==> src/rtl/mbu_ctx_sequencer_pkg.sv <==
// Shared definitions for the MBU context sequencer: MBU unit addresses
// and the sequencer state encoding.
package mbu_ctx_sequencer_pkg;

  localparam logic [4:0] ADDR_CTX = 5'b11110;
  localparam logic [4:0] ADDR_MBN = 5'b11011;
  localparam logic [4:0] ADDR_NOP = 5'b00000;

  typedef enum logic [2:0] {
    ST_IDLE,
    ST_REQ,
    ST_CTX_SETUP,
    ST_CTX_STROBE,
    ST_XF_SETUP,
    ST_XF_STROBE,
    ST_DONE
  } state_t;

endpackage

==> src/rtl/mbu_shadow_buf.sv <==
// 8x8 shadow register file: one synchronous write port, a host-facing
// combinational read port and an internal combinational read port.
module mbu_shadow_buf (
  input  logic       clk2,
  input  logic       we,
  input  logic [2:0] widx,
  input  logic [7:0] wdata,
  input  logic [2:0] ridx,
  output logic [7:0] rdata,
  input  logic [2:0] iidx,
  output logic [7:0] idata
);

  logic [7:0] mem [8];

  // Single write port; contents survive reset by design.
  always_ff @(posedge clk2) begin
    if (we) mem[widx] <= wdata;
  end

  assign rdata = mem[ridx];
  assign idata = mem[iidx];

endmodule

==> src/rtl/mbu_ctx_sequencer.sv <==
// Bus initiator that saves or restores a full MBU bank context (CTX plus
// MB0-MB7) through the RADDR/WADDR/IBUS/IR lines, using a shadow buffer.
module mbu_ctx_sequencer
  import mbu_ctx_sequencer_pkg::*;
#(
  parameter int delay     = 15,
  parameter bit CTX_FIRST = 1'b1
) (
  input  logic       clk2,
  input  logic       nrsthold,
  input  logic       start,
  input  logic       save,
  input  logic [7:0] ctx_in,
  output logic       busy,
  output logic       done,
  output logic       err,
  output logic       bus_req,
  input  logic       bus_gnt,
  output logic [4:0] raddr,
  output logic [4:0] waddr,
  output logic [2:0] ir_idx,
  output logic       ibus_oe,
  output logic [7:0] ibus_out,
  input  logic [7:0] ibus_in,
  input  logic       buf_we,
  input  logic [2:0] buf_widx,
  input  logic [7:0] buf_wdata,
  input  logic [2:0] buf_ridx,
  output logic [7:0] buf_rdata
);

  // Output propagation delay is a board-timing attribute; it has no
  // synthesizable effect and is kept only for interface compatibility.
  if (delay < 0) begin : g_delay_negative
  end

  state_t     state, state_n;
  logic [2:0] idx, idx_n;
  logic       save_q, save_n;
  logic [7:0] ctx_q, ctx_n;

  logic       busy_n, done_n, err_n, req_n, oe_n;
  logic [4:0] raddr_n, waddr_n;
  logic [2:0] ir_n;
  logic [7:0] out_n;

  logic       host_we, cap_we, mem_we;
  logic [2:0] mem_widx;
  logic [7:0] mem_wdata, buf_idata;

  // Host writes only while idle; save capture owns the port in XF_STROBE.
  assign host_we   = buf_we && (state == ST_IDLE);
  assign cap_we    = save_q && (state == ST_XF_STROBE);
  assign mem_we    = host_we || cap_we;
  assign mem_widx  = cap_we ? idx : buf_widx;
  assign mem_wdata = cap_we ? ibus_in : buf_wdata;

  mbu_shadow_buf u_buf (
    .clk2  (clk2),
    .we    (mem_we),
    .widx  (mem_widx),
    .wdata (mem_wdata),
    .ridx  (buf_ridx),
    .rdata (buf_rdata),
    .iidx  (idx_n),
    .idata (buf_idata)
  );

  // Next-state, index and operand latching; grant loss aborts to IDLE.
  always_comb begin
    state_n = state;
    idx_n   = idx;
    save_n  = save_q;
    ctx_n   = ctx_q;
    err_n   = 1'b0;
    case (state)
      ST_IDLE: begin
        if (start) begin
          save_n  = save;
          ctx_n   = ctx_in;
          state_n = ST_REQ;
        end
      end
      ST_REQ:        if (bus_gnt) state_n = CTX_FIRST ? ST_CTX_SETUP : ST_XF_SETUP;
      ST_CTX_SETUP:  state_n = ST_CTX_STROBE;
      ST_CTX_STROBE: state_n = ST_XF_SETUP;
      ST_XF_SETUP:   state_n = ST_XF_STROBE;
      ST_XF_STROBE: begin
        if (idx == 3'd7) begin
          idx_n   = '0;
          state_n = ST_DONE;
        end else begin
          idx_n   = idx + 3'd1;
          state_n = ST_XF_SETUP;
        end
      end
      ST_DONE: begin
        idx_n   = '0;
        state_n = ST_IDLE;
      end
      default: state_n = ST_IDLE;
    endcase
    if (!bus_gnt && (state inside {ST_CTX_SETUP, ST_CTX_STROBE, ST_XF_SETUP, ST_XF_STROBE})) begin
      idx_n   = '0;
      state_n = ST_IDLE;
      err_n   = 1'b1;
    end
  end

  // Outputs are registered, so they are decoded from the state being entered;
  // the buffer is read at the next index to present restore data in XF_SETUP.
  always_comb begin
    busy_n  = (state_n != ST_IDLE);
    done_n  = 1'b0;
    req_n   = 1'b0;
    oe_n    = 1'b0;
    raddr_n = ADDR_NOP;
    waddr_n = ADDR_NOP;
    ir_n    = idx_n;
    out_n   = '0;
    case (state_n)
      ST_REQ: req_n = 1'b1;
      ST_CTX_SETUP: begin
        req_n = 1'b1;
        oe_n  = 1'b1;
        out_n = ctx_q;
      end
      ST_CTX_STROBE: begin
        req_n   = 1'b1;
        oe_n    = 1'b1;
        out_n   = ctx_q;
        waddr_n = ADDR_CTX;
      end
      ST_XF_SETUP: begin
        req_n = 1'b1;
        oe_n  = !save_q;
        out_n = save_q ? '0 : buf_idata;
      end
      ST_XF_STROBE: begin
        req_n = 1'b1;
        oe_n  = !save_q;
        out_n = ibus_out;
        if (save_q) raddr_n = ADDR_MBN;
        else        waddr_n = ADDR_MBN;
      end
      ST_DONE: done_n = 1'b1;
      default: ;
    endcase
  end

  // Sequencer state, transfer index and latched operands.
  always_ff @(posedge clk2 or negedge nrsthold) begin
    if (!nrsthold) begin
      state  <= ST_IDLE;
      idx    <= '0;
      save_q <= 1'b0;
      ctx_q  <= '0;
    end else begin
      state  <= state_n;
      idx    <= idx_n;
      save_q <= save_n;
      ctx_q  <= ctx_n;
    end
  end

  // Registered bus and status outputs.
  always_ff @(posedge clk2 or negedge nrsthold) begin
    if (!nrsthold) begin
      busy     <= 1'b0;
      done     <= 1'b0;
      err      <= 1'b0;
      bus_req  <= 1'b0;
      raddr    <= ADDR_NOP;
      waddr    <= ADDR_NOP;
      ir_idx   <= '0;
      ibus_oe  <= 1'b0;
      ibus_out <= '0;
    end else begin
      busy     <= busy_n;
      done     <= done_n;
      err      <= err_n;
      bus_req  <= req_n;
      raddr    <= raddr_n;
      waddr    <= waddr_n;
      ir_idx   <= ir_n;
      ibus_oe  <= oe_n;
      ibus_out <= out_n;
    end
  end

endmodule

==> config.mk <==
export PLATFORM = sky130hd
export DESIGN_NAME = mbu_ctx_sequencer
export DESIGN_NICKNAME = d
export VERILOG_FILES = /design/src/rtl/mbu_ctx_sequencer_pkg.sv /design/src/rtl/mbu_shadow_buf.sv /design/src/rtl/mbu_ctx_sequencer.sv
export SDC_FILE = /design/constraint.sdc
export NUM_CORES = 1
export LEC_CHECK = 0
export BUFFER_PORTS_ARGS = -buffer_cell sky130_fd_sc_hd__buf_2
export CORE_ASPECT_RATIO = 0.7
export CORE_MARGIN = 2
export CORE_UTILIZATION = 50
export DETAILED_ROUTE_END_ITERATION = 6
export HOLD_SLACK_MARGIN = 0.02
export PLACE_DENSITY_LB_ADDON = 0.12
export SYNTH_ARGS = -nofsm -noshare
export SYNTH_HDL_FRONTEND = slang
export SYNTH_SLANG_ARGS = --single-unit
==> constraint.sdc <==
create_clock -name clk2 -period 5.7 [get_ports clk2]
set_input_delay 0.285 -clock clk2 [delete_from_list [all_inputs] [get_ports clk2]]
set_output_delay 0.285 -clock clk2 [all_outputs]
set_load 0.03 [all_outputs]
* After elaboration in Yosys (flattened, before gate mapping)
Memories as Yosys holds them, arrays and structs flattened. Index checks and enable logic that the tools add are counted. Widths: inputs -> output; s select.
Cells by class: add/sub/neg operators 1, eq/ne operators 13, mux-type cells 22, reductions and logical operators 13
Operator list (count):
- $pmux 8 s3 | 1
- $eq 3x3->1 const B | 7
- $mux 3 | 6
- $pmux 3 s6 | 1
- $mux 8 | 2
- $mux 5 | 3
- $eq 3x2->1 const B | 4
- $pmux 5 s2 | 1
- $eq 3x1->1 const B | 2
- $pmux 3 s2 | 1
- $mux 1 | 5
- $reduce_or 5->1 | 1
- $reduce_bool 4->1 | 1
- $reduce_or 2->1 | 2
- $add 3x1->3 const B | 1
- $logic_and 1x1->1 | 3
- $logic_not 3->1 | 1
- $reduce_bool 3->1 | 1
- $logic_not 1->1 | 2
- $mux 2 | 1
- $pmux 1 s2 | 1
- $reduce_and 2->1 | 1
- $logic_or 1x1->1 | 1
Storage, ports and cells: register bits after elaboration 38, memory bits (writable) 64, input bits 36, output and inout bits 34, logic and storage cells 62, memories kept 1
Memories:
- u_buf.mem | depth 8, bits a word 8, rd ports 2, clocked after Yosys merged registers in 0, wr ports 1, RTL line mbu_shadow_buf.sv:14 | logic [7:0] mem [8];

* Depth between registers and ports, before layout
depth in word-level cells 7, mapped depth 9

* Modules after synthesis
From an unflattened synthesis, not the netlist that was laid out.
Second synthesis, totals: cell total of the unflattened synthesis 292, area total of the unflattened synthesis 4840.9 um2
Modules (own cells, without submodules):
- mbu_shadow_buf | times used 1, cells each 135, area an instance 3078.0 um2, sequential area each 1921.8 um2
- mbu_ctx_sequencer | times used 1, cells each 157, area an instance 1762.9 um2, sequential area each 800.8 um2

* Least setup slack after synthesis
Ideal clock, no wire load.
kind register -> register, start register, netlist name ir_idx[1], end register ibus_out[6], arrival time 2392 ps, required time 5633 ps, path slack 3241 ps, stages on the path, launching flop included 10, clock period less this slack 2459 ps, cell sequence dfrtp_1 -> ha_1 -> ha_1 -> and2_1 -> a221oi_4 -> nand2_2 -> or4_1 -> buf_2 -> a41oi_2 -> a32o_1
RTL lines:
- end signal: assignment | RTL line mbu_ctx_sequencer.sv:187 | ibus_out <= out_n;
- end: declaration | RTL line mbu_ctx_sequencer.sv:23 | output logic [7:0] ibus_out,

* Final worst setup path
start register state[1], end memory u_buf.mem[4][4], enable pin
On the way: cells in the longest elaborated chain, start to end 5, elaborated cells on any way between the ends 8
RTL lines:
- start: declaration | RTL line mbu_ctx_sequencer.sv:37 | state_t state, state_n;
- start signal: assignment | RTL line mbu_ctx_sequencer.sv:159 | state <= state_n;
- $eq 3x3->1 / $logic_not 3->1 (equally long branches) | RTL line mbu_ctx_sequencer.sv:53, mbu_ctx_sequencer.sv:52
- $logic_and 1x1->1 (on tied branches) | RTL line mbu_ctx_sequencer.sv:53, mbu_ctx_sequencer.sv:52
- $logic_or 1x1->1 | RTL line mbu_ctx_sequencer.sv:54 | assign mem_we = host_we || cap_we;
- $mux 1 | RTL line mbu_shadow_buf.sv:18 | if (we) mem[widx] <= wdata;
- $mux 1 (implied by the code) | RTL line mbu_shadow_buf.sv:18
- end: declaration | RTL line mbu_shadow_buf.sv:14
Several ways; a longest one is shown, not always the timed one.

==> out/metrics.yaml <==
timing:
  rsz0062_at_grt: "no"
  drv_slew: 0
  worstMarginPinSlew_ps: 1070
  layout_min_cycle_time_ps: 3030
  setup_viol: 0
  slew-limit-headroom_pct: 28.7
  post-route-period-util_pct: 53.2
  fmax_ghz: 0.330
  setup_tns_ps: 0
  hold_viol_final: 0
  clock_skew_ps: 10.2
yosys:
  syn_inst: 350
  syn_area_per_cell_um2: 13.6
  ys_ff_latch: 96
  synth-edff-count: 64
  netlist_area_um2: 4760
  ys_warn_count: 0
  async_reset_ff_share_pct: 33.3
  syn_nets: 390
  ys.flop_type: "edfxtp_1"
  ys_seq_area_share_pct: 57.2
  ys_types: 56
clock_tree:
  cts-root-buf: "clkbuf_16"
  clk_latency_ps: 350
  clockBufferDepth: 2
  cts_resized: 0
  cts_max_level: 3
  cts_tree: "built"
  cts_sinks: 96
  path_clk_slew_ps: 70
  post_cts.repair.setup_buffers: 0
  numCtsBuffers: 9
worst_hold_path:
  hp-class: "in2reg"
  hold_path_depth: 2
global_routing:
  grt_usage_pct: 25.0
  antenna_found_initial: 0
  grt_use_met1_pct: 40.3
  grt_pass1_vias: 2999
  use_met3_pct: 7.65
  top_usage_layer: "met1"
  grt_max_degree: 33
  grtUsageMet2_pct: 32.6
  grt_pass1_wl_um: 18500
  grt-ovfl-total: 0
die:
  die_w_um: 121
  die_h_um: 85.6
  start_util_pct: 52.0
  coreArea_um2: 9140
  dieArea_um2: 10300
  num_rows: 29
  io_pins: 70
worst_setup_path:
  arrival_ps: 3000
  cp.required_ps: 5670
  cp-start-kind: "register"
  criticalPathCategory: "reg2reg"
  end_kind: "register"
  crit_path_max_fanout: 17
  r2r_cells: 5
place:
  dp_cells: 518
  dp_hpwl_um: 9150
  gp_congestion: 0.860
  port_buffers: 68
detailed_routing:
  ant_nets: 0
  num_vias: 3367
  drt_iter0_markers: 346
  wl_per_cell_um: 23.3
  first_pass_iters: 5
  vias_per_cell: 6.29
  wl_um: 12500
  drc_errors: 0
cells_and_area:
  layout-drive-gt1-share_pct: 37.5
  area_growth_pct: 14.1
  fin_nets: 446
  final_cell_count_no_fill: 535
  diodes: 0
flow_run:
  maxCapViolCount: 0
outcome:
  status: "complete, no violations"
power_and_ir_drop:
  ir_drop_v: 0.000182
  static-leakage-power_nw: 2.15
  p_per_area_nw_per_um2: 421
## repair_timing
item	4_1_cts	5_1_grt
endpoints found under the hold margin	19	0
hold buffers	1	0
endpoints found under the setup margin	0	0
## Yosys cell counts, types with 2 or more instances
cell	count	area share, %
a21oi_1	10	1.1
a222oi_1	6	1.3
a22oi_1	7	1.1
a31o_2	6	1.1
a31oi_1	4	0.53
a32o_1	2	0.42
and2_1	5	0.66
and3_1	5	0.66
buf_2	6	0.63
buf_4	8	1.3
clkbuf_1	8	0.63
dfrtp_1	32	17
edfxtp_1	64	40
ha_1	4	1.1
inv_1	6	0.47
mux2_2	32	7.6
mux2i_1	3	0.63
mux4_2	16	7.6
nand2_1	41	3.2
nand2_2	2	0.26
nand3_1	2	0.21
nand3b_1	2	0.32
nand4_1	8	1.1
nor2_1	19	1.5
nor2_2	2	0.26
nor3_1	4	0.42
nor3b_1	2	0.32
o211ai_1	8	1.3
o21ai_0	2	0.21
o21ai_2	2	0.37
o21bai_1	2	0.32
o31ai_1	6	0.95
## kinds of logic after synthesis
kind of cell,share of synthesized area [%]
multiplexers,15.8
buffers and inverters,3.31
AO/OA/AOI/OAI,12.0
flip-flops,57.2
adder cells (fa/ha/maj),1.05
AND/OR/NAND/NOR,10.5
other,0.0788
## through the flow
stage / util [%] / total power [mW] / instance area (um^2) / setup WS, ps / hold slack, ps
global placement: 56.1 / 1.70 / 5130 / 2770 / 378
global route: 59.4 / 2.39 / 5430 / 2410 / 160
finish: 59.4 / 2.28 / 5430 / 2670 / 167
CTS: 59.4 / 2.29 / 5430 / 2650 / 162
detailed placement: 56.1 / 1.71 / 5130 / 2670 / 380
floorplan: - / 1.52 / 4760 / 3240 / -10.6
## placed cells by master, fill, tap and decap left out, drive strengths merged, types with 3 or more instances in the layout
cell type	netlist	routed
nand4	8	8
o31ai	8	8
o21ai	5	5
dfrtp	32	32
and3	5	5
a22oi	7	7
buf	16	68
clkbuf	8	9
nor2	21	21
ha	4	4
nand2	43	43
mux4	16	16
mux2	32	32
a222oi	6	6
edfxtp	64	64
mux2i	3	3
and2	5	5
a31oi	4	4
inv	6	8
a21oi	10	10
a31o	6	6
nor3	4	4
o211ai	8	8
clkinv	0	3
## state kept, by name, indices dropped and copies added (netlist names), 3 cells and up
signal / count
ir_idx: 3
ibus_out: 8
waddr: 3
u_buf.mem: 64
ctx_q: 8
state: 3
## routing by layer
layer  wire [um]  vias up
met5           0        -
met2        5140      174
li1            -     1472
met1        5680     1709
met3        1530       12
met4         143        0
## critical path: stages (launching register included)
cell and delay [ps]:
dfrtp_1 540, and2b_4 360, nand3_1 540, mux2i_1 400, nand2_1 150, nor2_1 670
## power breakdown
part	internal (mW)	total [mW]	switching [mW]
sequential	0.858	0.949	0.0913
clock	0.304	0.579	0.275
combinational	0.278	0.756	0.479
total	1.44	2.28	0.845
## area by class of cell
class	instances	area [um^2]
clock buffers	9	225
clock inverters	7	66.3
fillers	761	3720
inverters	6	22.5
multi-input cells	224	1890
flip-flops and latches	96	2720
well taps	124	155
repair buffers	69	350
## final timing paths
path | start | to | slack (ps)
min in group asynchronous | nrsthold | bus_req | 530
setup / recovery | state[1] | u_buf.mem[4][4] | 2670
hold / removal | ctx_in[1] | ctx_q[1] | 170
max in group asynchronous | nrsthold | ctx_q[2] | 4700
setup reg to reg | state[1] | u_buf.mem[4][4] | 2670
hold reg to reg | ibus_out[3] | ibus_out[3] | 500
(Power assumes the default switching activity.)
